--- src/rtl/dm_arbiter.sv ---
// Arbiter for the single data-memory port shared by ports A and B, with alignment/range checking.
// Legal access acks 2 cycles after req is sampled, rejected access after 1; the losing port waits with req held.
module dm_arbiter #(
    parameter int MEM_BYTES = 4096,
    parameter bit RR_EN     = 1'b1
) (
    input  logic        clk,
    input  logic        reset,
    input  logic        a_req,
    input  logic        a_wr,
    input  logic [31:0] a_addr,
    input  logic [31:0] a_wdata,
    output logic        a_ack,
    output logic        a_err,
    output logic [31:0] a_rdata,
    input  logic        b_req,
    input  logic        b_wr,
    input  logic [31:0] b_addr,
    input  logic [31:0] b_wdata,
    output logic        b_ack,
    output logic        b_err,
    output logic [31:0] b_rdata,
    output logic        dm_cs,
    output logic        dm_wr,
    output logic        dm_rd,
    output logic [31:0] dm_addr,
    output logic [31:0] dm_din,
    input  logic [31:0] dm_dout
);

    typedef enum logic [1:0] {IDLE, ACCESS, RESP} state_t;

    localparam logic [31:0] MAX_ADDR = 32'(MEM_BYTES - 4);

    state_t      state_q, state_d;
    logic        gnt_b_q, gnt_b_d;
    logic        last_b_q, last_b_d;
    logic        op_wr_q, op_wr_d;
    logic        err_q, err_d;
    logic [31:0] dm_addr_q, dm_addr_d;
    logic [31:0] dm_din_q, dm_din_d;
    logic [31:0] a_rdata_q, a_rdata_d;
    logic [31:0] b_rdata_q, b_rdata_d;

    logic        pick_b;
    logic        sel_wr;
    logic [31:0] sel_addr;
    logic [31:0] sel_wdata;
    logic        illegal;

    always_comb begin
        state_d   = state_q;
        gnt_b_d   = gnt_b_q;
        last_b_d  = last_b_q;
        op_wr_d   = op_wr_q;
        err_d     = err_q;
        dm_addr_d = dm_addr_q;
        dm_din_d  = dm_din_q;
        a_rdata_d = a_rdata_q;
        b_rdata_d = b_rdata_q;
        pick_b    = 1'b0;
        sel_wr    = 1'b0;
        sel_addr  = 32'h0;
        sel_wdata = 32'h0;
        illegal   = 1'b0;

        case (state_q)
            IDLE: begin
                if (a_req || b_req) begin
                    // On a tie the port that did not win last time goes next.
                    if (a_req && b_req) begin
                        pick_b = RR_EN ? ~last_b_q : 1'b0;
                    end else begin
                        pick_b = b_req;
                    end
                    sel_wr    = pick_b ? b_wr    : a_wr;
                    sel_addr  = pick_b ? b_addr  : a_addr;
                    sel_wdata = pick_b ? b_wdata : a_wdata;
                    illegal   = (sel_addr[1:0] != 2'b00) || (sel_addr > MAX_ADDR);

                    gnt_b_d   = pick_b;
                    last_b_d  = pick_b;
                    op_wr_d   = sel_wr;
                    dm_addr_d = sel_addr;
                    dm_din_d  = sel_wdata;
                    err_d     = illegal;
                    state_d   = illegal ? RESP : ACCESS;
                end
            end
            ACCESS: begin
                if (!op_wr_q) begin
                    if (gnt_b_q) begin
                        b_rdata_d = dm_dout;
                    end else begin
                        a_rdata_d = dm_dout;
                    end
                end
                state_d = RESP;
            end
            RESP: begin
                state_d = IDLE;
            end
            default: begin
                state_d = IDLE;
            end
        endcase
    end

    always_ff @(posedge clk or posedge reset) begin
        if (reset) begin
            state_q   <= IDLE;
            gnt_b_q   <= 1'b0;
            last_b_q  <= 1'b1;
            op_wr_q   <= 1'b0;
            err_q     <= 1'b0;
            dm_addr_q <= 32'h0;
            dm_din_q  <= 32'h0;
            a_rdata_q <= 32'h0;
            b_rdata_q <= 32'h0;
        end else begin
            state_q   <= state_d;
            gnt_b_q   <= gnt_b_d;
            last_b_q  <= last_b_d;
            op_wr_q   <= op_wr_d;
            err_q     <= err_d;
            dm_addr_q <= dm_addr_d;
            dm_din_q  <= dm_din_d;
            a_rdata_q <= a_rdata_d;
            b_rdata_q <= b_rdata_d;
        end
    end

    // Strobes and acks come straight from state so reset kills them without waiting for an edge.
    assign dm_cs   = (state_q == ACCESS);
    assign dm_wr   = dm_cs & op_wr_q;
    assign dm_rd   = dm_cs & ~op_wr_q;
    assign dm_addr = dm_addr_q;
    assign dm_din  = dm_din_q;

    assign a_ack   = (state_q == RESP) & ~gnt_b_q;
    assign b_ack   = (state_q == RESP) &  gnt_b_q;
    assign a_err   = a_ack & err_q;
    assign b_err   = b_ack & err_q;
    assign a_rdata = a_rdata_q;
    assign b_rdata = b_rdata_q;

endmodule

--- config.mk ---
export PLATFORM = sky130hd
export DESIGN_NAME = dm_arbiter
export DESIGN_NICKNAME = d
export VERILOG_FILES = /design/src/rtl/dm_arbiter.sv
export SDC_FILE = /design/constraint.sdc
export NUM_CORES = 1
export LEC_CHECK = 0
export BUFFER_PORTS_ARGS = -buffer_cell sky130_fd_sc_hd__buf_2
export CAP_MARGIN = 10
export CORE_MARGIN = 2
export CORE_UTILIZATION = 40
export CTS_BUF_LIST = sky130_fd_sc_hd__clkbuf_4 sky130_fd_sc_hd__clkbuf_8 sky130_fd_sc_hd__clkbuf_16
export DETAILED_ROUTE_END_ITERATION = 10
export GPL_ROUTABILITY_DRIVEN = 0
export HOLD_SLACK_MARGIN = 0.03
export PLACE_DENSITY = 0.72
export SKIP_CTS_REPAIR_TIMING = 1
export SLEW_MARGIN = 40
export SYNTH_ARGS = -nofsm -noshare
export SYNTH_HDL_FRONTEND = slang
export SYNTH_SLANG_ARGS = --single-unit
--- constraint.sdc ---
create_clock -name clk -period 7.5 [get_ports clk]
set_input_delay 1.5 -clock clk [delete_from_list [all_inputs] [get_ports clk]]
set_output_delay 1.5 -clock clk [all_outputs]
set_load 0.005 [all_outputs]
==> impl_metrics.toml, run 1 <==
[status]
status = "finished clean"

[clock_network]
cts.clk_slew.worst_paths_ns = 0.06
clkSinkCount = 134
cts_buffer_depth = 2
cts_tree = "done"
cts-root-buf = "clkbuf_16"
cts_buffers = 17
h-tree-depth = 4
clkLatencyLatePin_ns = 0.41

[detailed_routing]
first_iter_violations = 153
dr.pass1.iters = 4
routedWlPerCell_um = 16.10
drt-total-wl_um = 15390
drc = 0
avgViaCountPerCell = 4.797
antenna_left = 0
dr_total_vias = 4586

[run]
cap_violations = 0

[critical_path]
cp-start-kind = "register"
slowest_delay_ns = 0.46
reg2reg_from = "state_q[1]$_DFFE_PP0P_"
crit_fanout = 5
end_kind = "output pin"
cp-startpoint = "gnt_b_q$_DFFE_PP0P_"
slowest_stage = "dfrtp_1"
crit_chain = "nor3b_1, and2_1, buf_2"
critPathArrivalTime_ns = 1.43
crit_type = "register to output pin"
cp_data_required_time_ns = 6.00
cp_top_family = "flip-flops"
path_buf_inv = 1

[place]
preCtsSetupSlack_ns = 4.189
dp_hpwl_um = 11580
io_buffers = 300

[floorplan]
coreArea_um2 = 14530
start_util = 0.4084
die_area_um2 = 15830
die_w_um = 125.8
io_pins = 301
rows = 44
die_h_um = 125.8

[grt]
grt_overflow = 0
gr-usage-met3 = 0.07434
grtUsageMet1 = 0.2327
use_met2 = 0.3307
grt.busiest_layer = "met2"
first_global_vias = 4674
grt_max_degree = 107
grt_pass1_wl_um = 24380
antenna_found_initial = 1
grt_util_all_layers = 0.1983

[synth]
mappedNetlistNets = 631
ys_types = 32
synth_area_um2 = 5936
syn_inst = 465
syn_area_per_cell_um2 = 12.76
synth_seq_area_share = 0.5651
yosys_warnings = 0
ys_ff_latch = 134

[sta]
setup_viol = 0
clock.fmax_mhz = 341.4
layout_min_cycle_time_ns = 2.929
setup_tns_ns = 0
slew_headroom = 0.4721
skew_ns = 0.006517
setup_ws_ns = 4.571
holdWs_ns = 0.4670
rsz0062_at_grt = "false"
finalHoldViolCount = 0
worst_pin_slew_ns = 0.7919
slew_violations = 0
post-route-period-util = 0.3906

[worst_hold_path]
hold_class = "register to register"
hp-start = "dm_din[2]$_DFFE_PP0P_"

[power]
power.leakage_nw = 4.402
powerDensity_nw_per_um2 = 241.6
ir_drop_uv = 150.4

[cells_and_area]
nNetsFinal = 924
layout_commonest_cell = "buf_2"
syn2layout_area_growth_pct = 35.62
multiInputGateArea_um2 = 2323
regArea_um2 = 3354
mostFrequentLayoutCells = "300 x buf_2, 133 x dfrtp_1, 72 x nand2_1"
drive_gt1_frac = 0.5279
fillers = 1301
[routing by layer]
metal  up-vias  wire, µm
met4         0       361
li1       2215         -
met1      2122      6207
met3        30      1398
met2       219      7426
met5         -         0
[synthesized netlist by cell type, drive strengths merged]
| cell | number | area share |
|---|---|---|
| a21boi | 1 | 0.0013 |
| and2 | 4 | 0.0046 |
| and3b | 1 | 0.0017 |
| buf | 24 | 0.041 |
| clkbuf | 6 | 0.0038 |
| dfrtp | 133 | 0.56 |
| dfstp | 1 | 0.0044 |
| inv | 2 | 0.0013 |
| mux2 | 64 | 0.14 |
| mux2i | 65 | 0.11 |
| nand2 | 72 | 0.046 |
| nand2b | 1 | 0.0023 |
| nand3 | 1 | 0.00084 |
| nand4 | 2 | 0.0021 |
| nor2 | 5 | 0.0044 |
| nor3 | 2 | 0.0036 |
| nor3b | 1 | 0.0013 |
| nor4 | 10 | 0.011 |
| o21a | 1 | 0.0013 |
| o21ai | 65 | 0.055 |
| o21bai | 1 | 0.0013 |
| o31ai | 2 | 0.0025 |
| or2 | 1 | 0.0011 |
[final cells by class]
cell class / instances / area share
inverter: 2 / 0.001554
tap: 184 / 0.02860
timing repair buffer: 304 / 0.1916
antenna: 1 / 0.0003108
clock inverter: 10 / 0.01197
clock buffer: 22 / 0.06062
sequential: 134 / 0.4167
multi-input combinational: 299 / 0.2886
[worst reg2reg max path, stage by stage, from the launching register on]
cell and delay (ns):
dfrtp_1 0.42, o21bai_1 0.23, or2_4 0.37, buf_6 0.53, o21ai_0 0.31
[state kept, by name (all words and copies together) (netlist names)]
register / flops
b_rdata: 32
last_b_q: 1
a_rdata: 32
dm_addr: 32
op_wr_q: 1
gnt_b_q: 1
state_q: 2
err_q: 1
dm_din: 32
[final timing paths]
kind	to	slack (ns)	cells after the start
min in group asynchronous	b_rdata[8]$_DFFE_PP0P_	1.16	2
hold reg to reg	dm_din[2]$_DFFE_PP0P_	0.47	2
hold / removal	dm_din[2]$_DFFE_PP0P_	0.47	2
setup / recovery	a_err	4.57	3
max in group asynchronous	dm_addr[20]$_DFFE_PP0P_	5.28	3
setup reg to reg	dm_din[22]$_DFFE_PP0P_	5.50	4
[report_power, final]
| part | internal [mW] | leakage [nW] | switching, mW |
|---|---|---|---|
| Combinational | 0.140 | 2.38 | 0.156 |
| Sequential | 0.800 | 1.75 | 0.0440 |
| Clock | 0.495 | 0.278 | 0.309 |
| Total | 1.44 | 4.40 | 0.510 |
[metrics by stage]
| step | power, mW | cell area, µm² | instances | util |
|---|---|---|---|---|
| after detailed placement | 1.160 | 7463 | 923 | 0.5135 |
| after global routing | 2.045 | 8050 | 956 | 0.5539 |
| final | 1.945 | 8050 | 956 | 0.5539 |
| after CTS | 1.974 | 8048 | 955 | 0.5537 |
| after floorplan | 1.004 | 5936 | 465 | - |
| after global placement | 1.152 | 7452 | 923 | 0.5127 |
[kinds of logic (layout without fill, tap and decap cells)]
group / Yosys count / count (layout) / synth area share
other: 0 / 1 / 0
flip-flops: 134 / 134 / 0.5651
AND/OR/NAND/NOR: 100 / 100 / 0.07799
buffers and inverters: 32 / 338 / 0.04574
multiplexers: 129 / 129 / 0.2500
AO/OA/AOI/OAI: 70 / 70 / 0.06113
(Power assumes the default switching activity.)
==> run 2, diff against run 1 <==
- clock period: 7.5 -> 2.9 ns (I/O delays scaled with it)
==> impl_metrics.toml, run 2 (synthesis gave the netlist of run 1 again) <==
[status]
status = "finished clean"

[cells_and_area]
design_area_um2 = 8130
drive_gt1_frac = 0.5315
mostFrequentLayoutCells = "300 x buf_2, 133 x dfrtp_1, 72 x nand2_1"
layout_commonest_cell = "buf_2"
syn2layout_area_growth_pct = 36.97
diodes = 0
fin_util = 0.5594
final_cells = 961
fillers = 1289
nNetsFinal = 930

[power]
pwr-share-seq = 0.429
intPower_mw = 3.731
clockPowerShare = 0.416
power.leakage_nw = 4.436
power_frac_comb = 0.156
ir_drop_uv = 363.4
powerDensity_nw_per_um2 = 626.5
p_switching_mw = 1.362
p_sw_frac = 0.2674

[clock_network]
cts_tree = "done"
h-tree-depth = 4
cts.clk_slew.worst_paths_ns = 0.06
clkLatencyLatePin_ns = 0.41
clkSinkCount = 134
cts_buffers = 17
cts_buffer_depth = 2
cts-root-buf = "clkbuf_16"

[grt]
grt_overflow = 0
grt_pass1_wl_um = 24320
first_global_vias = 4725
antenna_found_initial = 0
grt_max_degree = 135
grt_util_all_layers = 0.1974

[critical_path]
critPathArrivalTime_ns = 1.47
end_kind = "output pin"
cp-start-kind = "register"
slowest_delay_ns = 0.49
crit_fanout = 5
r2r_cells = 4
slowest_stage = "dfrtp_1"
crit_type = "register to output pin"
crit_chain = "and3b_2, and2_1, buf_2"
cp_data_required_time_ns = 2.32

[detailed_routing]
dr_total_vias = 4590
routedWlPerCell_um = 15.98
antenna_left = 0
avgViaCountPerCell = 4.776
first_iter_violations = 182
dr.pass1.iters = 4
drc = 0
drt-total-wl_um = 15350

[place]
dp_hpwl_um = 11520
placed_cells = 929
io_buffers = 300
place_area_um2 = 7546

[floorplan]
die_h_um = 125.8
io_pins = 301
die_w_um = 125.8
start_util = 0.4084
coreArea_um2 = 14530
die_area_um2 = 15830
rows = 44

[sta]
slew_violations = 0
setup_viol = 0
clock.fmax_mhz = 488.9
skew_ns = 0.007102
holdWs_ns = 0.3603
finalHoldViolCount = 0
setup_tns_ns = 0
rsz0062_at_grt = "false"
slew_headroom = 0.5161
layout_min_cycle_time_ns = 2.045
worst_pin_slew_ns = 0.7240
post-route-period-util = 0.7052

[worst_hold_path]
hold_class = "input pin to async pin"

[run]
cap_violations = 0
[run 2: changes by cell type in the layout (fill, tap and decap cells not counted), moves of 2 or more]
cell | before | now
buf_12 | 0 | 4
clkinvlp_4 | 4 | 6
buf_4 | 1 | 6
buf_6 | 3 | 0
clkbuf_8 | 4 | 0
[run 2: worst max-delay path, delay by kind of cell, from the launching register on]
family | cells | cell delay (ns)
flip-flops | 1 | 0.49
AND/OR/NAND/NOR | 2 | 0.45
buffers and inverters | 1 | 0.12
[run 2: path summary, 6_finish.rpt]
path	from	endpoint	slack, ns
worst max-delay path	gnt_b_q$_DFFE_PP0P_	b_err	0.85
max in group asynchronous	reset	dm_din[12]$_DFFE_PP0P_	1.98
worst min register to register	dm_din[3]$_DFFE_PP0P_	dm_din[3]$_DFFE_PP0P_	0.47
worst min-delay path	reset	dm_din[5]$_DFFE_PP0P_	0.36
worst max register to register	state_q[1]$_DFFE_PP0P_	b_rdata[31]$_DFFE_PP0P_	1.10
min in group clk	dm_dout[26]	a_rdata[26]$_DFFE_PP0P_	0.40
[run 2: power by group through the flow]
stage | registers [mW] | clock network (mW) | logic, mW
floorplan | 2.22 | 0 | 0.376
global placement | 2.21 | 0 | 0.790
detailed placement | 2.21 | 0 | 0.813
CTS | 2.19 | 2.18 | 0.811
global route | 2.21 | 2.26 | 0.891
finish | 2.18 | 2.12 | 0.793
[run 2: layer usage]
layer  GRT usage  share of wire  up-vias
li1            -              -     2235
met1      0.2354           0.42     2142
met2      0.3342           0.49      192
met3     0.05947          0.077       21
met4     0.08209          0.020        0
met5           0              0        -
[run 2: final cells by class]
| cell class | count | area, µm² | share of cell area |
|---|---|---|---|
| multi-input cells | 299 | 2323 | 0.2858 |
| well taps | 184 | 230.2 | 0.02832 |
| clock buffers | 18 | 432.9 | 0.05325 |
| flip-flops and latches | 134 | 3354 | 0.4126 |
| clock inverters | 14 | 151.4 | 0.01862 |
| inverters | 2 | 11.26 | 0.001385 |
| repair buffers | 310 | 1627 | 0.2001 |
[run 2: per-stage QoR]
stage               worst slack [ns]  power, mW
floorplan                     0.6556      2.597
detailed placement            0.7692      3.026
CTS                           0.8219      5.174
global placement              0.8444      3.004
global route                  0.7848      5.357
finish                        0.8548      5.093
==> run 3, diff against run 2 <==
- clock period: 2.9 -> 1.96 ns (I/O delays scaled with it)
==> impl_metrics.toml, run 3 (synthesis gave the netlist of run 1 again) <==
[status]
status = "finished clean"

[floorplan]
die_w_um = 125.8
start_util = 0.4084
io_pins = 301
die_h_um = 125.8
coreArea_um2 = 14530
rows = 44
die_area_um2 = 15830

[clock_network]
h-tree-depth = 4
cts_buffers = 17
clkLatencyLatePin_ns = 0.41
cts-root-buf = "clkbuf_16"
cts.clk_slew.worst_paths_ns = 0.06
cts_buffer_depth = 2
clkSinkCount = 134
cts_tree = "done"

[sta]
slew_violations = 0
layout_min_cycle_time_ns = 1.842
slew_headroom = 0.5988
finalHoldViolCount = 0
rsz0062_at_grt = "false"
clock.fmax_mhz = 542.9
post-route-period-util = 0.9398
worst_pin_slew_ns = 0.6005
setup_viol = 0
holdWs_ns = 0.05821
skew_ns = 0.008378

[place]
dp_hpwl_um = 12010
io_buffers = 300

[cells_and_area]
multiInputGateArea_um2 = 2328
mostFrequentLayoutCells = "300 x buf_2, 133 x dfrtp_1, 72 x nand2_1"
fillers = 1260
diodes = 0
layout_commonest_cell = "buf_2"
regArea_um2 = 3354
drive_gt1_frac = 0.5358
syn2layout_area_growth_pct = 39.52
nNetsFinal = 935

[detailed_routing]
drt-total-wl_um = 15370
avgViaCountPerCell = 4.755
routedWlPerCell_um = 15.91
first_iter_violations = 103
dr_total_vias = 4593
antenna_left = 0
drc = 0
dr.pass1.iters = 4

[power]
power.leakage_nw = 4.505
powerDensity_nw_per_um2 = 934.1
power_mw = 7.736
ir_drop_uv = 618.4

[grt]
first_global_vias = 4668
grt_overflow = 0
antenna_found_initial = 0
grt_max_degree = 91
grt_pass1_wl_um = 24370
grt_util_all_layers = 0.1968

[critical_path]
r2r_slack_ns = 0.35
crit_type = "register to output pin"
critPathArrivalTime_ns = 1.45
cp_data_required_time_ns = 1.57
cp-start-kind = "register"
crit_fanout = 5
end_kind = "output pin"

[worst_hold_path]
hold_class = "input pin to async pin"

[run]
cap_violations = 0
## run 3: cell type report
class	instances	area share
sequential	134	0.4050
multi-input combinational	299	0.2812
timing repair buffer	315	0.2100
clock buffer	17	0.05137
tap	184	0.02780
clock inverter	15	0.02327
inverter	2	0.001360
## run 3: critical path, cell delays in order (launching register included)
cell and delay, ns:
dfrtp_1 0.47, and3b_2 0.29, and2_1 0.17, buf_2 0.12
## run 3: metrics by stage
step	setup WS [ns]	TNS, ns	instances	area (µm²)	util
3_5_place_dp	0.2331	0	934	7659	0.5269
3_3_place_gp	0.2763	0	934	7659	0.5269
2_1_floorplan	-0.09636	-12.82	465	5939	-
5_1_grt	0.01742	0	966	8282	0.5698
4_1_cts	-0.03976	-0.03976	966	8277	0.5695
6_report	0.1180	0	966	8282	0.5698
## run 3: where the power goes
group	switching, mW	internal, mW
Clock	1.27	2.03
Combinational	0.623	0.581
Sequential	0.166	3.06
## run 3: path summary, 6_finish.rpt
path                       cells past startpoint                 endpoint               startpoint
hold reg to reg                                2  dm_addr[21]$_DFFE_PP0P_  dm_addr[21]$_DFFE_PP0P_
min in group clk                               2   b_rdata[1]$_DFFE_PP0P_               dm_dout[1]
hold / removal                                 2    dm_din[3]$_DFFE_PP0P_                    reset
max in group asynchronous                      3     last_b_q$_DFFE_PP1P_                    reset
setup / recovery                               3                    b_err      gnt_b_q$_DFFE_PP0P_
setup reg to reg                               5   b_rdata[9]$_DFFE_PP0P_   state_q[1]$_DFFE_PP0P_
## run 3: layer usage
layer	part of all wire	vias up	GRT usage
met5	0	-	0
met2	0.49	191	0.3415
met1	0.42	2133	0.2356
met3	0.069	21	0.05353
met4	0.019	0	0.07175
li1	-	2248	-
